--- src/rtl/wb_stage.sv ---
// Write-back stage: latches one retiring instruction per cycle from MEM and commits it
// (GPR write, CSR write, ertn return or exception entry), raising the pipeline flush.
module wb_stage (
    input  logic        clk,
    input  logic        reset,
    input  logic        ms_valid,
    output logic        ws_allowin,
    input  logic [31:0] ms_pc,
    input  logic        ms_rf_we,
    input  logic [4:0]  ms_rf_waddr,
    input  logic [31:0] ms_rf_wdata,
    input  logic        ms_csr_re,
    input  logic        ms_csr_we,
    input  logic [13:0] ms_csr_num,
    input  logic [31:0] ms_csr_wmask,
    input  logic [31:0] ms_csr_wvalue,
    input  logic        ms_ertn,
    input  logic        ms_int,
    input  logic        ms_ex,
    input  logic [5:0]  ms_ecode,
    input  logic [8:0]  ms_esubcode,
    input  logic [31:0] ms_vaddr,
    input  logic [31:0] csr_rvalue,
    output logic        csr_re,
    output logic [13:0] csr_num,
    output logic        csr_we,
    output logic [31:0] csr_wmask,
    output logic [31:0] csr_wvalue,
    output logic        wb_ex,
    output logic [5:0]  wb_ecode,
    output logic [8:0]  wb_esubcode,
    output logic [31:0] wb_vaddr,
    output logic [31:0] wb_pc,
    output logic        ertn_flush,
    output logic        ws_flush,
    output logic        rf_we,
    output logic [4:0]  rf_waddr,
    output logic [31:0] rf_wdata,
    output logic        ws_fwd_we,
    output logic [4:0]  ws_fwd_addr,
    output logic [31:0] ws_fwd_data,
    output logic [31:0] debug_wb_pc,
    output logic [3:0]  debug_wb_rf_we,
    output logic [4:0]  debug_wb_rf_wnum,
    output logic [31:0] debug_wb_rf_wdata,
    output logic [63:0] retire_cnt
);

    typedef struct packed {
        logic [31:0] pc;
        logic        rf_we;
        logic [4:0]  rf_waddr;
        logic [31:0] rf_wdata;
        logic        csr_re;
        logic        csr_we;
        logic [13:0] csr_num;
        logic [31:0] csr_wmask;
        logic [31:0] csr_wvalue;
        logic        ertn;
        logic        intr;
        logic        ex;
        logic [5:0]  ecode;
        logic [8:0]  esubcode;
        logic [31:0] vaddr;
    } ws_payload_t;

    // Handshake: MEM->WB transfers at an edge where ms_valid & ws_allowin; WB never
    // stalls, so ws_allowin is always high and a flushing WB simply drops the transfer.
    logic        ws_ready_go;
    logic        ws_valid_q, ws_valid_d;
    ws_payload_t payload_q, payload_d;
    logic [63:0] retire_cnt_q, retire_cnt_d;
    logic        ex;
    logic        commit;
    logic [31:0] wdata_sel;

    assign ws_ready_go = 1'b1;
    assign ws_allowin  = !ws_valid_q | ws_ready_go;

    always_comb begin
        ex        = ws_valid_q & (payload_q.intr | payload_q.ex);
        commit    = ws_valid_q & !ex;
        wdata_sel = payload_q.csr_re ? csr_rvalue : payload_q.rf_wdata;
    end

    assign wb_ex       = ex;
    assign wb_ecode    = payload_q.intr ? 6'h00 : payload_q.ecode;
    assign wb_esubcode = payload_q.intr ? 9'h000 : payload_q.esubcode;
    assign wb_vaddr    = payload_q.vaddr;
    assign wb_pc       = payload_q.pc;
    assign ertn_flush  = ws_valid_q & payload_q.ertn & !ex;
    assign ws_flush    = wb_ex | ertn_flush;

    assign csr_re     = ws_valid_q & payload_q.csr_re;
    assign csr_num    = payload_q.csr_num;
    assign csr_we     = commit & payload_q.csr_we;
    assign csr_wmask  = payload_q.csr_wmask;
    assign csr_wvalue = payload_q.csr_wvalue;

    // r0 is hard-wired zero, so a write to it must never reach the file or the bypass.
    assign rf_we    = commit & payload_q.rf_we & (payload_q.rf_waddr != 5'd0);
    assign rf_waddr = payload_q.rf_waddr;
    assign rf_wdata = wdata_sel;

    assign ws_fwd_we   = rf_we;
    assign ws_fwd_addr = rf_waddr;
    assign ws_fwd_data = rf_wdata;

    assign debug_wb_pc       = wb_pc;
    assign debug_wb_rf_we    = {4{rf_we}};
    assign debug_wb_rf_wnum  = rf_waddr;
    assign debug_wb_rf_wdata = rf_wdata;

    assign retire_cnt = retire_cnt_q;

    always_comb begin
        ws_valid_d   = ws_valid_q;
        payload_d    = payload_q;
        retire_cnt_d = retire_cnt_q + {63'd0, commit};
        if (ws_flush) begin
            ws_valid_d = 1'b0;
        end else if (ms_valid & ws_allowin) begin
            ws_valid_d          = 1'b1;
            payload_d.pc         = ms_pc;
            payload_d.rf_we      = ms_rf_we;
            payload_d.rf_waddr   = ms_rf_waddr;
            payload_d.rf_wdata   = ms_rf_wdata;
            payload_d.csr_re     = ms_csr_re;
            payload_d.csr_we     = ms_csr_we;
            payload_d.csr_num    = ms_csr_num;
            payload_d.csr_wmask  = ms_csr_wmask;
            payload_d.csr_wvalue = ms_csr_wvalue;
            payload_d.ertn       = ms_ertn;
            payload_d.intr       = ms_int;
            payload_d.ex         = ms_ex;
            payload_d.ecode      = ms_ecode;
            payload_d.esubcode   = ms_esubcode;
            payload_d.vaddr      = ms_vaddr;
        end else begin
            ws_valid_d = ms_valid;
        end
    end

    always_ff @(posedge clk) begin
        if (reset) begin
            ws_valid_q   <= 1'b0;
            payload_q    <= '0;
            retire_cnt_q <= 64'd0;
        end else begin
            ws_valid_q   <= ws_valid_d;
            payload_q    <= payload_d;
            retire_cnt_q <= retire_cnt_d;
        end
    end

endmodule

--- config.mk ---
export PLATFORM = sky130hd
export DESIGN_NAME = wb_stage
export DESIGN_NICKNAME = d
export VERILOG_FILES = /design/src/rtl/wb_stage.sv
export SDC_FILE = /design/constraint.sdc
export NUM_CORES = 1
export LEC_CHECK = 0
export ABC_CLOCK_PERIOD_IN_PS = 3200
export BUFFER_PORTS_ARGS = -buffer_cell sky130_fd_sc_hd__buf_2
export CORE_AREA = 10 10 229 231
export DETAILED_ROUTE_END_ITERATION = 7
export DIE_AREA = 0 0 239 241
export GPL_TIMING_DRIVEN = 0
export SLEW_MARGIN = 5
export SYNTH_ARGS = -nofsm -noshare
export SYNTH_HDL_FRONTEND = slang
export SYNTH_SLANG_ARGS = --single-unit
--- constraint.sdc ---
create_clock -name clk -period 3.2 [get_ports clk]
set_input_delay 0.16 -clock clk [delete_from_list [all_inputs] [get_ports clk]]
set_output_delay 0.16 -clock clk [all_outputs]
set_load 0.05 [all_outputs]
## Word-level counts from Yosys, hierarchy flattened

Index checks and enable logic that the tools add are counted.

| word-level totals | value |
|---|---|
| register bits | 265 |
| input bits | 235 |
| output and inout bits | 376 |
| word-level logic and storage cells | 37 |

| operators by class | value |
|---|---|
| $add $sub $neg | 1 |
| muxes and demuxes | 4 |
| bitwise gates (word level) | 11 |
| reduce and logical (&&, ||, !) cells | 4 |

Operators with widths:

| kind | count |
|---|---|
| adder 64 x 1 -> 64 bit | 1 |
| two-way mux 32 bit | 1 |
| two-way mux 9 bit | 1 |
| AND 1 bit | 8 |
| two-way mux 6 bit | 1 |
| nonzero test 5 bit | 1 |
| bitwise OR 1 bit | 2 |
| AND reduction 2 bit | 1 |
| OR reduction 2 bit | 1 |
| zero test 1 bit | 1 |
| two-way mux 1 bit | 1 |
| inverter 1 bit | 1 |

## Depth between registers and ports, before layout

Gate-level depths: netlist of the first run.

| logic depth | value |
|---|---|
| depth after elaboration | 7 |
| gate-level depth with buffers | 10 |
| gate-level depth less buffers | 9 |

## Worst setup path after synthesis of the first run

Ideal clock, no wire load.

| timing path | value |
|---|---|
| kind | register to register |
| start | reg retire_cnt_q[0], in the netlist retire_cnt[0] |
| end | reg retire_cnt_q[40], in the netlist retire_cnt[40] |
| setup time | 0.070 ns |
| data arrival time | 2.736 ns |
| required time | 3.130 ns |
| path slack | 0.393 ns |
| cell stages (with the launch flop) | 9 |
| buffers on the path | 1 |
| period minus slack after synthesis | 2.807 ns |
| path through | dfxtp_1 > ha_1 > ha_1 > nand4_2 > or3_1 > or2_1 > buf_2 > or4_1 > a21oi_1 |

| between the ends | value |
|---|---|
| cells in the longest elaborated chain, start to end | 1 |

Ends and longest elaborated chain:

| element | RTL line | text |
|---|---|---|
| start: declaration | 72 | `logic [63:0] retire_cnt_q, retire_cnt_d;` |
| start signal: assignment | 152 | `retire_cnt_q <= retire_cnt_d;` |
| adder 64 x 1 -> 64 bit | 119 | `retire_cnt_d = retire_cnt_q + {63'd0, commit};` |

No other way between the ends.
A chain may end at the register's enable or synchronous reset.

## Worst setup path in the final report of the first run

| timing path | value |
|---|---|
| start | reg payload_q[48] (netlist bit) |
| end | reg retire_cnt_q[63], in the netlist retire_cnt[63] |

| between the ends | value |
|---|---|
| cells in the longest elaborated chain, start to end | 5 |

Ends and longest elaborated chain:

| element | RTL line | text |
|---|---|---|
| start: declaration | 71 | `ws_payload_t payload_q, payload_d;` |
| start signal: assignment | 151 | `payload_q <= payload_d;` |
| bitwise OR 1 bit | 81 | `ex = ws_valid_q & (payload_q.intr \| payload_q.ex);` |
| AND 1 bit | 81 |  |
| zero test 1 bit | 82 | `commit = ws_valid_q & !ex;` |
| AND 1 bit | 82 |  |
| adder 64 x 1 -> 64 bit | 119 |  |

No other way between the ends.

==> results of run 1 <==
==> tightest hold or removal path: stages <==
cell      delay [ps]
clkbuf_1         180
nor2b_1          150
mux2_2           140
==> routing by layer <==
metal | vias to the layer above | part of all wire | global-route usage
met3 | 77 | 0.071 | 0.0423
met4 | 0 | 0.022 | 0.0451
met5 | - | 0 | 0
li1 | 6581 | - | -
met2 | 495 | 0.49 | 0.307
met1 | 6451 | 0.42 | 0.219
==> metrics by stage <==
stage               area, sq um  setup TNS (ps)  total power (W)  hold WS, ps
floorplan                 12400               0          0.00524          296
global placement          16200           -9250          0.00588          402
detailed placement        16200          -11070          0.00589          405
CTS                       19300               0          0.00983         29.0
global route              19300               0           0.0101          122
finish                    19300               0          0.00972         74.3
==> layout make-up <==
type | instances | area (sq um) | share of cell area
buffer | 346 | 2280 | 0.118
tap | 615 | 769 | 0.0399
sequential | 265 | 5310 | 0.275
clock inverter | 10 | 165 | 0.00856
timing repair buffer | 810 | 5060 | 0.262
inverter | 6 | 22.5 | 0.00117
antenna | 1 | 2.50 | 0.000130
clock buffer | 41 | 892 | 0.0462
multi-input combinational | 949 | 4800 | 0.249
==> power by group <==
part / internal (W) / switching [W] / total (W)
Sequential: 0.00346 / 0.000107 / 0.00356
Clock: 0.00225 / 0.00143 / 0.00369
Combinational: 0.000839 / 0.00163 / 0.00247
==> worst max-delay path by stage <==
stage | startpoint | end | cells after the start
after floorplan | retire_cnt[0] | retire_cnt[40] | 8
after global placement | payload_q[48] | retire_cnt[62] | 10
after CTS | payload_q[48] | retire_cnt[40] | 10
after detailed placement | payload_q[48] | retire_cnt[62] | 10
after global routing | retire_cnt[15] | retire_cnt[59] | 6
final | payload_q[48] | retire_cnt[63] | 8
==> kinds of logic after synthesis <==
group,share of synthesized area
DFF,0.429
xor gates and xnor gates,0.0248
muxes,0.0310
buffers and inverters,0.186
adders and majority gates,0.00203
other,0.000304
AOI/OAI and AO/OA,0.103
and+or+nand+nor,0.224
==> repair_timing <==
item / in CTS / in global routing
hold endpoints to repair: 200 / 0
hold buffers: 200 / 0
pin swaps: 1 / 1
setup buffers: 1 / 1
gates resized for setup: 9 / 5
setup endpoints to repair: 30 / 4
==> placed cells by master, fill, tap and decap left out, drive strengths merged, types with 12 or more instances in the layout <==
master       instances
nand2              427
dlygate4sd3        200
a21oi              222
mux2                34
nor2                44
nor3                13
dfxtp              265
xnor2               15
xor2                20
o21ai               18
buf                873
clkbuf             124
nor2b               23
or3                 20
nand4               31
nand3               27
nor4                12
==> registers in the layout (all words and copies together), names as in the netlist <==
| register | cells |
|---|---|
| ws_valid_q | 1 |
| retire_cnt | 64 |
| wb_vaddr | 32 |
| csr_wmask | 32 |
| payload_q | 53 |
| debug_wb_pc | 32 |
| csr_wvalue | 32 |
| csr_num | 14 |
| debug_wb_rf_wnum | 5 |
==> flow_metrics.env, run 1 <==
export IMPL_dp_slack_ps=-850
export IMPL_setup_slack_ps=151
export IMPL_ys_warnings_count=0
export IMPL_final_cells=3043
export IMPL_clockBufferDepth=3
export IMPL_drt_total_wl_um=55500
export IMPL_grt_first_pass_wirelength_um=81400
export IMPL_min_period_ps=3050
export IMPL_synth_top_area_frac=0.429
export IMPL_path_buf_inv=0
export IMPL_firstDrtPassIters=5
export IMPL_dieHeight_um=241
export IMPL_synth_commonest_cells="nand2_1, dfxtp_1, buf_4"
export IMPL_crit_path_start_kind="flop"
export IMPL_grt_max_degree=16
export IMPL_synth_nets=1803
export IMPL_relSlewSlack=0.419
export IMPL_io_buffers=608
export IMPL_end_kind="flop"
export IMPL_slowest_stage="nor4_2"
export IMPL_clock_sinks=265
export IMPL_syn_cell_area_sq_um=12400
export IMPL_worstReg2RegStart="payload_q[48]"
export IMPL_hp_start="reset"
export IMPL_report_final_slew_viol_count=0
export IMPL_htree_levels=1
export IMPL_regToRegEndpoint="retire_cnt[63]"
export IMPL_synthToLayoutAreaGrowth_pct=56.2
export IMPL_fp_row_count=80
export IMPL_syn_inst=1566
export IMPL_vdd_drop_max_uv=393
export IMPL_grt_pass1_vias=13500
export IMPL_clock_latency_ps=580
export IMPL_worst_path_largest_cell_delay_ps=640
export IMPL_fillers=4771
export IMPL_critical_path_required_ps=3680
export IMPL_viasPerCell=4.47
export IMPL_hold_viol=0
export IMPL_finClkSkew_ps=27.6
export IMPL_ys_seq_area_frac=0.429
export IMPL_cp_cell_sequence="nor2_4 -> and2_2 -> ha_4 -> nand4_1 -> nor4_2 -> nand4_1 -> nor4_1 -> mux2_2"
export IMPL_synth_ff_type="dfxtp_1"
export IMPL_status="complete, no violations"
export IMPL_hold_class="input pin to flop"
export IMPL_crit_family="simple AND/OR/NAND/NOR gates"
export IMPL_cp_max_fo=9
export IMPL_clk_pin_slew_ps=60
export IMPL_gp_congestion=0.870
export IMPL_yosysMostFrequentCell="nand2_1"
export IMPL_power_leakage_nw=9.41
export IMPL_min_period_over_period=0.953
export IMPL_dieWidth_um=239
export IMPL_dieArea_sq_um=57600
export IMPL_routedWlPerCell_um=18.3
export IMPL_antenna_found_initial=1
export IMPL_tightest_slew_ps=872
export IMPL_max_cap_violations=0
export IMPL_synth_edff_count=0
export IMPL_synth_area_leaders="dfxtp_1, buf_4, nand2_1"
export IMPL_remaining_drc_errors=0
export IMPL_ant_nets=0
export IMPL_power_density_nw_per_um2=504
export IMPL_drtIter0Drc=730
export IMPL_arrival_ps=3530
export IMPL_hold_path_depth=3
export IMPL_grtUsageTotal=0.178
export IMPL_place_hpwl_um=43300
export IMPL_io_pins=611
export IMPL_fmax_mhz=328
export IMPL_cp_common_cell="nand4_1"
export IMPL_tritoncts="yes"
export IMPL_cts_buffers=30
export IMPL_post_synth_top_area_cell="dfxtp_1"
export IMPL_layout_drive_gt1_share=0.400
export IMPL_path_class="flop to flop"
export IMPL_r2r_slack_ps=150
export IMPL_reg2regPathDepth=8
export IMPL_setup_violations=0
export IMPL_cts_root_buf="clkbuf_16"
export IMPL_placedCellCount=2789
export IMPL_syn_area_per_cell_sq_um=7.89
export IMPL_grt_overflow_total=0
export IMPL_synth_seq_cells=265
export IMPL_finalNetCount=2645
export IMPL_ys_async_sr_fraction=0
export IMPL_rsz0062_at_grt="no"
export IMPL_initial_core_util=0.260
export IMPL_hold_path_end="retire_cnt[59]"
export IMPL_core_area_sq_um=47500
export IMPL_num_vias=13600
export IMPL_final_core_util=0.406
export IMPL_synth_distinct_cells=33
(Power assumes the default switching activity.)
==> run 2: changes to the inputs <==
--- a/config.mk
+++ b/config.mk
@@ -11,6 +11,7 @@
 export DETAILED_ROUTE_END_ITERATION = 7
 export DIE_AREA = 0 0 239 241
 export GPL_TIMING_DRIVEN = 0
+export REMOVE_ABC_BUFFERS = 1
 export SLEW_MARGIN = 5
 export SYNTH_ARGS = -nofsm -noshare
 export SYNTH_HDL_FRONTEND = slang
==> run 2 against run 1 <==
  * Maximum frequency grew 1.9%
  * Critical path type unchanged
  * Cell area fell by 7.2%
  * Routed wire length decreased by 8.5%
  * Critical endpoint is now retire_cnt[40]
  * Flip-flop and latch count unchanged
  * Utilization down 2.9 points
  * Sequential power is essentially flat
  * Clock power down 3%
==> flow_metrics.env, run 2 (synthesis results as in run 1) <==
export IMPL_dieHeight_um=241
export IMPL_status="complete, no violations"
export IMPL_fillers=4677
export IMPL_finalNetCount=2378
export IMPL_layout_drive_gt1_share=0.333
export IMPL_mostFrequentLayoutCells="buf_2, nand2_1, dlygate4sd3_1"
export IMPL_place_hpwl_um=36600
export IMPL_io_pins=611
export IMPL_cp_common_cell="ha_2"
export IMPL_fp_row_count=80
export IMPL_finClkSkew_ps=25.0
export IMPL_cp_cell_sequence="nor2_2 -> and2_4 -> ha_2 -> ha_2 -> nand4_4 -> or3_4 -> or2_1 -> or4_1 -> a21oi_1"
export IMPL_grt_first_pass_wirelength_um=75100
export IMPL_hold_class="input pin to flop"
export IMPL_place_area_sq_um=14100
export IMPL_critical_path_required_ps=3700
export IMPL_arrival_ps=3490
export IMPL_drtIter0Drc=687
export IMPL_power_w=0.00935
export IMPL_setup_violations=0
export IMPL_cts_root_buf="clkbuf_16"
export IMPL_largest_reg_flops=64
export IMPL_end_kind="flop"
export IMPL_power_leakage_nw=8.43
export IMPL_firstDrtPassIters=7
export IMPL_final_cells=2780
export IMPL_clockBufferDepth=3
export IMPL_gp_congestion=0.829
export IMPL_final_common_cell="buf_2"
export IMPL_path_class="flop to flop"
export IMPL_relSlewSlack=0.469
export IMPL_dieWidth_um=239
export IMPL_tightest_slew_ps=791
export IMPL_remaining_drc_errors=0
export IMPL_viasPerCell=4.55
export IMPL_htree_levels=1
export IMPL_fmax_mhz=334
export IMPL_reg2regPathDepth=9
export IMPL_slowest_stage="or4_1"
export IMPL_power_density_nw_per_um2=522
export IMPL_ant_nets=0
export IMPL_antenna_found_initial=5
export IMPL_dieArea_sq_um=57600
export IMPL_grt_pass1_vias=12900
export IMPL_grt_overflow_total=0
export IMPL_crit_path_start_kind="flop"
export IMPL_io_buffers=609
export IMPL_cp_max_fo=18
export IMPL_hold_path_depth=3
export IMPL_min_period_over_period=0.935
export IMPL_clock_sinks=265
export IMPL_report_final_slew_viol_count=0
export IMPL_finalInstanceArea_sq_um=17900
export IMPL_hold_viol=0
export IMPL_num_vias=12700
export IMPL_drt_total_wl_um=50800
export IMPL_max_cap_violations=0
export IMPL_min_period_ps=2990
export IMPL_core_area_sq_um=47500
export IMPL_grt_max_degree=104
export IMPL_vdd_drop_max_uv=396
export IMPL_clk_pin_slew_ps=60
export IMPL_rsz0062_at_grt="no"
export IMPL_routedWlPerCell_um=18.3
export IMPL_worst_path_largest_cell_delay_ps=540
export IMPL_cts_buffers=31
export IMPL_clock_latency_ps=590
export IMPL_synthToLayoutAreaGrowth_pct=44.9
export IMPL_initial_core_util=0.260
export IMPL_tritoncts="yes"
export IMPL_grtUsageTotal=0.164
export IMPL_placedCellCount=2452
-- run 2: changes by cell type in the layout (fill, tap and decap cells not counted), sizes merged --
cell	previous run	this run
buf	873	620
bufinv	4	2
clkbuf	124	45
clkinv	5	4
clkinvlp	0	2
diode	1	2
dlygate4sd3	200	268
inv	7	8
-- run 2: repair_timing --
action / in CTS / in global routing
setup buffers: 3 / 0
endpoints found under the setup margin: 19 / 41
hold endpoints to repair: 202 / 0
hold buffers: 268 / 0
gates cloned: 0 / 0
resized for setup: 6 / 5
pin swaps: 1 / 0
-- run 2: path summary, 6_finish.rpt --
| check | slack [ps] | endpoint | start |
|---|---|---|---|
| setup reg to reg | 210 | retire_cnt[40] | payload_q[48] |
| hold reg to reg | 450 | wb_vaddr[8] | wb_vaddr[8] |
| hold / removal | 200 | ws_valid_q | ms_valid |
| setup / recovery | 210 | retire_cnt[40] | payload_q[48] |
-- run 2: layout make-up --
type / count / area [sq um] / share of cell area
Antenna cell: 2 / 5.00 / 0.000280
Clock buffer: 45 / 898 / 0.0502
Clock inverter: 10 / 124 / 0.00692
Inverter: 6 / 22.5 / 0.00126
Multi-Input combinational cell: 949 / 4820 / 0.269
Sequential cell: 265 / 5310 / 0.297
Tap cell: 615 / 769 / 0.0430
Timing Repair Buffer: 888 / 5960 / 0.333
-- run 2: through the flow --
| stage | utilization | worst slack [ps] | hold slack (ps) | setup TNS [ps] |
|---|---|---|---|---|
| detailed placement | 0.297 | -692 | 406 | -6550 |
| finish | 0.377 | 209 | 201 | 0 |
| floorplan | - | -1320 | 229 | -268930 |
| global route | 0.376 | 63.4 | 246 | 0 |
| CTS | 0.376 | 4.55 | 187 | 0 |
| global placement | 0.292 | -4450 | 400 | -865330 |
-- run 2: report_power, final --
group | internal [W] | total (W) | switching [W]
Sequential | 0.00346 | 0.00356 | 0.000101
Clock | 0.00210 | 0.00357 | 0.00147
Combinational | 0.000665 | 0.00222 | 0.00155
-- run 2: worst max-delay path: cells and delay by family, from the launching register on --
kind            cells  cell delay (ps)
simple gates        6             1860
fa+ha+maj           2              460
flops               1              430
compound gates      1              150
-- run 2: routing by layer --
layer | track usage | up-vias | wire length (um)
met5 | 0 | - | 51
met4 | 0.0955 | 6 | 3110
met3 | 0.0632 | 126 | 5440
met2 | 0.270 | 588 | 23600
met1 | 0.177 | 5868 | 18600
li1 | - | 6063 | -
